$ cat config.mk
export PLATFORM = sky130hd
export DESIGN_NAME = pcie_write_bw_gen
export DESIGN_NICKNAME = d
export VERILOG_FILES = /design/src/rtl/pcie_write_bw_gen.sv
export SDC_FILE = /design/constraint.sdc
export NUM_CORES = 1
export LEC_CHECK = 0
export ABC_AREA = 1
export CELL_PAD_IN_SITES_DETAIL_PLACEMENT = 0
export CELL_PAD_IN_SITES_GLOBAL_PLACEMENT = 1
export CORE_AREA = 2 2 313 315
export DETAILED_ROUTE_END_ITERATION = 8
export DIE_AREA = 0 0 315 317
export GPL_TIMING_DRIVEN = 0
export PLACE_DENSITY = 0.82
export SLEW_MARGIN = 20
export SYNTH_ARGS = -nofsm -noshare
export SYNTH_HDL_FRONTEND = slang
export SYNTH_SLANG_ARGS = --single-unit
$ cat constraint.sdc
create_clock -name clk -period 8.55 [get_ports clk]
set_input_delay 2.1375 -clock clk [delete_from_list [all_inputs] [get_ports clk]]
set_output_delay 2.1375 -clock clk [all_outputs]
set_load 0.02 [all_outputs]
$ cat src/rtl/pcie_write_bw_gen.sv
// rtl/pcie_write_bw_gen.sv - AXI4 write-only PCIe bandwidth generator.
// Optional beat-index data pattern enabled by PCIE_WR_BW_PATTERN_EN.
module pcie_write_bw_gen #(
  parameter int          DW              = 512,
  parameter int          IW              = 4,
  parameter int          BURST_BYTES     = 4096,
  parameter int          MAX_OUTSTANDING = 16,
  parameter logic [63:0] PCI_BASE_ADDR   = 64'h1_0000_0000,
  parameter logic [63:0] WINDOW_BYTES    = 64'h1_0000_0000
) (
  input  logic            clk,
  input  logic            resetn,
  input  logic            start_i,
  input  logic [31:0]     num_bursts_i,
  output logic            busy_o,
  output logic            done_o,
  output logic [63:0]     elapsed_cycles_o,
  output logic [31:0]     bresp_errors_o,
  output logic [63:0]     m_axi_awaddr_o,
  output logic [7:0]      m_axi_awlen_o,
  output logic [2:0]      m_axi_awsize_o,
  output logic [1:0]      m_axi_awburst_o,
  output logic [IW-1:0]   m_axi_awid_o,
  output logic            m_axi_awlock_o,
  output logic [3:0]      m_axi_awcache_o,
  output logic [2:0]      m_axi_awprot_o,
  output logic [3:0]      m_axi_awqos_o,
  output logic            m_axi_awvalid_o,
  input  logic            m_axi_awready_i,
  output logic [DW-1:0]   m_axi_wdata_o,
  output logic [DW/8-1:0] m_axi_wstrb_o,
  output logic            m_axi_wlast_o,
  output logic            m_axi_wvalid_o,
  input  logic            m_axi_wready_i,
  input  logic [1:0]      m_axi_bresp_i,
  input  logic            m_axi_bvalid_i,
  output logic            m_axi_bready_o
);

  localparam int          BEATS     = BURST_BYTES / (DW / 8);
  localparam logic [7:0]  LAST_BEAT = 8'(BEATS - 1);
  localparam logic [2:0]  SIZE      = 3'($clog2(DW / 8));
  localparam logic [63:0] BURST_B   = 64'(BURST_BYTES);
  localparam logic [31:0] MAX_OUT   = 32'(MAX_OUTSTANDING);

  typedef enum logic { AW_IDLE, AW_ISSUE } aw_state_t;
  typedef enum logic { W_IDLE,  W_BURST  } w_state_t;

  aw_state_t   aw_state_q, aw_state_d;
  w_state_t    w_state_q,  w_state_d;
  logic        busy_q,     busy_d;
  logic [31:0] n_q,        n_d;
  logic [31:0] aw_cnt_q,   aw_cnt_d;
  logic [31:0] w_cnt_q,    w_cnt_d;
  logic [31:0] b_cnt_q,    b_cnt_d;
  logic [63:0] elapsed_q,  elapsed_d;
  logic [31:0] err_q,      err_d;
  logic [63:0] aw_off_q,   aw_off_d;
  logic [7:0]  beat_q,     beat_d;
`ifdef PCIE_WR_BW_PATTERN_EN
  logic [31:0] idx_q,      idx_d;
`endif

  logic start_ok, aw_hs, w_hs, b_hs, final_b;

  assign start_ok = start_i & ~busy_q;
  assign aw_hs    = (aw_state_q == AW_ISSUE) & m_axi_awready_i;
  assign w_hs     = (w_state_q == W_BURST) & m_axi_wready_i;
  assign b_hs     = busy_q & m_axi_bvalid_i;
  // An empty run completes on its first busy cycle.
  assign final_b  = busy_q & ((n_q == 32'd0) | (b_hs & (b_cnt_q == n_q - 32'd1)));

  always_comb begin
    busy_d     = busy_q;
    n_d        = n_q;
    aw_cnt_d   = aw_cnt_q;
    w_cnt_d    = w_cnt_q;
    b_cnt_d    = b_cnt_q;
    elapsed_d  = elapsed_q;
    err_d      = err_q;
    aw_state_d = aw_state_q;
    aw_off_d   = aw_off_q;
    w_state_d  = w_state_q;
    beat_d     = beat_q;
`ifdef PCIE_WR_BW_PATTERN_EN
    idx_d      = idx_q;
`endif
    if (start_ok) begin
      busy_d     = 1'b1;
      n_d        = num_bursts_i;
      aw_cnt_d   = '0;
      w_cnt_d    = '0;
      b_cnt_d    = '0;
      elapsed_d  = '0;
      err_d      = '0;
      aw_state_d = AW_IDLE;
      aw_off_d   = '0;
      w_state_d  = W_IDLE;
      beat_d     = '0;
`ifdef PCIE_WR_BW_PATTERN_EN
      idx_d      = '0;
`endif
    end else if (busy_q) begin
      elapsed_d = elapsed_q + 64'd1;
      if (b_hs) begin
        b_cnt_d = b_cnt_q + 32'd1;
        if (m_axi_bresp_i != 2'b00 && err_q != 32'hFFFF_FFFF) err_d = err_q + 32'd1;
      end
      case (aw_state_q)
        AW_IDLE: begin
          if (aw_cnt_q < n_q && (aw_cnt_q - b_cnt_q) < MAX_OUT) aw_state_d = AW_ISSUE;
        end
        default: begin
          if (aw_hs) begin
            aw_cnt_d   = aw_cnt_q + 32'd1;
            aw_state_d = AW_IDLE;
            aw_off_d   = (aw_off_q + BURST_B == WINDOW_BYTES) ? 64'd0 : aw_off_q + BURST_B;
          end
        end
      endcase
      case (w_state_q)
        W_IDLE: begin
          if (w_cnt_q < aw_cnt_q) w_state_d = W_BURST;
        end
        default: begin
          if (w_hs) begin
            beat_d = beat_q + 8'd1;
`ifdef PCIE_WR_BW_PATTERN_EN
            idx_d  = idx_q + 32'd1;
`endif
            if (beat_q == LAST_BEAT) begin
              beat_d  = '0;
              w_cnt_d = w_cnt_q + 32'd1;
              // Keep WVALID up into the next burst if its AW is already accepted.
              if (w_cnt_q + 32'd1 >= aw_cnt_d) w_state_d = W_IDLE;
            end
          end
        end
      endcase
      if (final_b) begin
        busy_d     = 1'b0;
        aw_state_d = AW_IDLE;
        w_state_d  = W_IDLE;
      end
    end
  end

  always_ff @(posedge clk) begin
    if (!resetn) begin
      busy_q     <= 1'b0;
      n_q        <= '0;
      aw_cnt_q   <= '0;
      w_cnt_q    <= '0;
      b_cnt_q    <= '0;
      elapsed_q  <= '0;
      err_q      <= '0;
      aw_state_q <= AW_IDLE;
      aw_off_q   <= '0;
      w_state_q  <= W_IDLE;
      beat_q     <= '0;
`ifdef PCIE_WR_BW_PATTERN_EN
      idx_q      <= '0;
`endif
    end else begin
      busy_q     <= busy_d;
      n_q        <= n_d;
      aw_cnt_q   <= aw_cnt_d;
      w_cnt_q    <= w_cnt_d;
      b_cnt_q    <= b_cnt_d;
      elapsed_q  <= elapsed_d;
      err_q      <= err_d;
      aw_state_q <= aw_state_d;
      aw_off_q   <= aw_off_d;
      w_state_q  <= w_state_d;
      beat_q     <= beat_d;
`ifdef PCIE_WR_BW_PATTERN_EN
      idx_q      <= idx_d;
`endif
    end
  end

  assign busy_o           = busy_q;
  assign done_o           = final_b;
  assign elapsed_cycles_o = elapsed_q;
  assign bresp_errors_o   = err_q;

  assign m_axi_awaddr_o   = PCI_BASE_ADDR + aw_off_q;
  assign m_axi_awlen_o    = LAST_BEAT;
  assign m_axi_awsize_o   = SIZE;
  assign m_axi_awburst_o  = 2'b01;
  assign m_axi_awid_o     = '0;
  assign m_axi_awlock_o   = 1'b0;
  assign m_axi_awcache_o  = 4'd0;
  assign m_axi_awprot_o   = 3'd0;
  assign m_axi_awqos_o    = 4'd0;
  assign m_axi_awvalid_o  = (aw_state_q == AW_ISSUE);

`ifdef PCIE_WR_BW_PATTERN_EN
  assign m_axi_wdata_o    = {(DW/32){idx_q}};
`else
  assign m_axi_wdata_o    = '0;
`endif
  assign m_axi_wstrb_o    = '1;
  assign m_axi_wvalid_o   = (w_state_q == W_BURST);
  assign m_axi_wlast_o    = (w_state_q == W_BURST) & (beat_q == LAST_BEAT);
  assign m_axi_bready_o   = 1'b1;

endmodule

======== After elaboration in Yosys (flattened, before gate mapping) ========
Cells that the tools add are included.
W data, S select, Z words.
operators by class
  $add $sub $neg .......................... 10
  order comparisons ....................... 4
  equality and inequality tests ........... 4
  muxes and demuxes ....................... 19
  bitwise operators ....................... 10
  reductions and logical operators ........ 10
operators with widths
  cell                      count
  $add A32 B1 Y32 const B   4
  $mux W32                  4
  $add A33 B64 Y64 const A  1
  $add A64 B1 Y64 const B   1
  $add A64 B13 Y64 const B  1
  $eq A64 B33 Y1 const B    1
  $lt A32 B32 Y1            2
  $mux W64                  1
  $eq A32 B32 Y1            1
  $ge A32 B32 Y1            1
  $logic_not A32 Y1         1
  $lt A32 B5 Y1 const B     1
  $ne A32 B32 Y1 const B    1
  $sub A32 B1 Y32 const B   1
  $sub A32 B32 Y32          1
  $mux W1                   13
  $reduce_and A3 Y1         3
  $add A8 B1 Y8 const B     1
  $eq A8 B6 Y1 const B      1
  $mux W8                   1
  $and A1 B1 Y1             7
  $reduce_and A4 Y1         1
  $logic_and A1 B1 Y1       2
  $not A1 Y1                2
  4 further kinds           4
word-level totals
  register bits ........................... 299
  input port bits ......................... 40
  output and inout port bits .............. 771
  logic and storage cells ................. 68

======== Depth between registers and ports, before layout ========
  word-level depth ........................ 11
  gate-level depth with buffers ........... 23
  gate-level depth less buffers ........... 23

======== Least setup slack after synthesis ========
Ideal clock, no wire load.
  path kind ............................... in2out
  from .................................... input m_axi_bvalid_i
  to ...................................... output done_o
  arrival ................................. 3294 ps
  path slack .............................. 3119 ps
  stages on the path ...................... 12
  path through ............................ nand2_4 a21oi_1 nand4_1 nor2_1 nand3_1 nor2_1 nand2_1 nor2_1 nand4_1 nor2_1 nor2_1 nor2_1
between the ends
  word-level cells in the longest chain between the ends .. 4
ends and longest elaborated chain
  item             RTL line  RTL
  start, declared  36        input logic m_axi_bvalid_i,
  $and A1 B1 Y1    69        assign b_hs = busy_q & m_axi_bvalid_i;
  $and A1 B1 Y1    71        assign final_b = busy_q & ((n_q == 32'd0) | (b_hs & (b_cnt_q == n_q - 32'd1)));
  $or A1 B1 Y1     71
  $and A1 B1 Y1    71
  end, declared    16        output logic done_o,
No other way between the ends.

======== Final worst setup path ========
Ends and elaborated chain as after synthesis.

==> flow_metrics.py <==
metrics = {
    "timing": {
        "fmax_mhz": 140,
        "hold_viol_final": 0,
        "skew_ps": 26.2,
        "min_period_over_period_pct": 83.3,
        "rsz0062_at_grt": "false",
        "period_needed_ps": 7120,
        "timing.slew.headroom_pct": 20.8,
        "setup_tns_ps": 0,
        "slew_violations": 0,
        "finalSetupViolCount": 0,
        "worst-slew-pin-transition_ps": 1190,
    },
    "setup_path": {
        "critPathKind": "in -> out",
        "cp_slowest_stage_delay_ps": 730,
        "worstPathArrival_ps": 4980,
        "end_kind": "output port",
        "cp.required_ps": 6410,
        "cp_common_cell": "nor2_1",
        "cp-start-kind": "input pin",
        "cp_slowest_cell": "clkdlybuf4s50_1",
        "cp_cell_sequence": "clkdlybuf4s50_1, nand2_4, a21oi_1, nand4_1, nor2_1, nand3_1, nor2_1, nand2_1, nor2_1, nand4_1, nor2_1, nor2_1, nor2_1, clkdlybuf4s50_1",
        "cp_max_fo": 6,
    },
    "finish": {
        "layout.nets": 5344,
        "ff_latch_area_um2": 5750,
        "multiInputGateArea_um2": 16600,
        "area_growth_pct": 25.9,
        "n_fill_cell": 10624,
        "layout-drive-gt1-share_pct": 14.8,
    },
    "cts": {
        "cts.sinks": 287,
        "root_buffer": "clkbuf_16",
        "cts_tree": "yes",
        "path_clk_slew_ps": 60,
        "post_cts_resized": 0,
        "cts.hold.buffers_added": 0,
        "postCtsSetupRepairBufs": 0,
        "htree_levels": 2,
        "cts_buffer_depth": 3,
        "cts_buffers": 37,
        "worstSkewPairLatency_ps": 580,
    },
    "power_and_ir_drop": {
        "total_power_mw": 4.25,
        "power_density_nw_per_um2": 124,
        "power.leakage_nw": 16.2,
        "vdd.ir_drop.worst_uv": 147,
    },
    "global_route": {
        "grt_max_degree": 13,
        "grt_pass1_wl_um": 148000,
        "grt.overflow.total": 0,
        "antenna_found_initial": 6,
        "grt_use_total_pct": 19.1,
        "grt_pass1_vias": 24765,
    },
    "logic_synthesis": {
        "synth_common_cells": "988 x nand2_1, 639 x buf_4, 571 x inv_1",
        "synth_area_per_cell_um2": 6.31,
        "synth-async-reset-ratio_pct": 0,
        "synth.cell_area_um2": 27300,
        "synth_edf_count": 0,
        "yosysMostFrequentCell": "nand2_1",
        "synthFlopType": "dfxtp_1",
        "yosysWarnings": 0,
        "synth_top_area_share_pct": 21.1,
        "ys_ff_latch": 287,
        "yosysSeqAreaShare_pct": 21.1,
        "yosys.area.top_type": "dfxtp_1",
        "synth.distinct_cells": 57,
        "synth_area_leaders": "dfxtp_1 21%, buf_4 18%, nand2_1 14%",
        "synth_cells": 4321,
    },
    "drt": {
        "drtAntennaViolNets": 0,
        "num_vias": 27966,
        "routed_wl_um": 102000,
        "avgRoutedWirePerCell_um": 15.7,
        "drtIter0Drc": 2055,
        "route.detailed.drc": 0,
        "vias_per_cell": 4.32,
        "drtPass1Iterations": 7,
    },
    "place": {
        "dp_hpwl_um": 86500,
        "numPortBuffers": 192,
        "place.gp.congestion": 0.996,
    },
    "floorplanning": {
        "rows": 114,
        "ios": 811,
        "start_util_pct": 28.3,
        "dieWidth_um": 315,
        "die_area_um2": 99900,
        "die_h_um": 317,
        "design.core.area_um2": 96300,
    },
    "hold_path": {
        "hold_class": "reg -> reg",
    },
    "run_status": {
        "status": "finished, final reports clean",
    },
    "flow_run": {
        "maxCapViolCount": 0,
    },
}
==> logic make-up (layout without fill, tap and decap cells) <==
| logic type | after synthesis | count (layout) | synth area share (%) |
|---|---|---|---|
| other cells | 2 | 619 | 0.0276 |
| xor+xnor | 171 | 171 | 5.55 |
| compound gates | 500 | 500 | 9.70 |
| simple gates | 1949 | 1949 | 31.1 |
| fa+ha+maj | 135 | 135 | 6.20 |
| buf+inv | 1277 | 1535 | 26.4 |
| flops | 287 | 287 | 21.1 |
==> power breakdown <==
part | switching [mW] | total [mW] | internal [mW]
Clock | 0.679 | 1.61 | 0.932
Combinational | 0.807 | 1.24 | 0.429
Sequential | 0.0442 | 1.40 | 1.36
==> registers in the layout (all words and copies together), names as in the netlist <==
name              flops
elapsed_cycles_o     64
aw_off_q             52
aw_cnt_q             32
b_cnt_q              32
bresp_errors_o       32
n_q                  32
w_cnt_q              32
beat_q                8
busy_o                1
m_axi_awvalid_o       1
m_axi_wvalid_o        1
==> layer usage <==
| metal | global-route usage, % | part of all wire [%] |
|---|---|---|
| met1 | 25.8 | 45 |
| met2 | 30.7 | 45 |
| met3 | 3.52 | 8.0 |
| met4 | 5.83 | 2.9 |
| met5 | 0 | 0.032 |
==> per-stage QoR <==
step	hold WS (ps)	cell area [um2]	util [%]	std cells	setup slack (ps)
4_1_cts	486	34300	35.6	6471	1450
3_3_place_gp	472	33100	34.4	6405	1440
3_5_place_dp	477	33100	34.4	6406	1450
5_1_grt	521	34300	35.6	6471	1320
2_1_floorplan	458	29600	-	4937	3120
6_report	488	34300	35.6	6472	1430
==> area by class of cell <==
class | count | share of cell area (%)
Clock buffer | 51 | 3.08
Clock inverter | 14 | 0.434
Tap cell | 1276 | 4.65
Buffer | 700 | 14.7
Multi-Input combinational cell | 3373 | 48.5
Timing Repair Buffer | 193 | 5.64
Sequential cell | 287 | 16.7
Inverter | 577 | 6.32
Antenna cell | 1 | 0.00729
==> worst max-delay path, delay by kind of cell <==
family	cells	cell delay (ps)
AO/OA/AOI/OAI	1	140
buffers and inverters	2	1230
AND/OR/NAND/NOR	11	1460
==> layout by cell type, fill, tap and decap left out, drive strengths merged, types with 3 or more instances in the layout <==
master,count
o22ai,7
and3,9
nand3b,17
clkdlybuf4s50,192
a31oi,5
nand4,106
ha,135
xnor2,27
a21oi,271
nor3b,9
nor2,462
conb,618
o21ai,176
o21a,17
buf,647
nand3,173
clkbuf,105
inv,579
or2,9
o2111ai,3
nor3,128
a22o,3
dfxtp,287
nand2,997
xor2,143
clkinv,9
o211ai,5
nor4,37
==> path summary, 6_finish.rpt <==
| check | endpoint | startpoint | slack (ps) | cells past startpoint |
|---|---|---|---|---|
| max | done_o | m_axi_bvalid_i | 1430 | 14 |
| min | beat_q[0] | beat_q[0] | 490 | 2 |
| max reg2reg | m_axi_wvalid_o | m_axi_awvalid_o | 4370 | 20 |
| min reg2reg | beat_q[0] | beat_q[0] | 490 | 2 |
No activity file was read; power rests on OpenSTA's default activity.
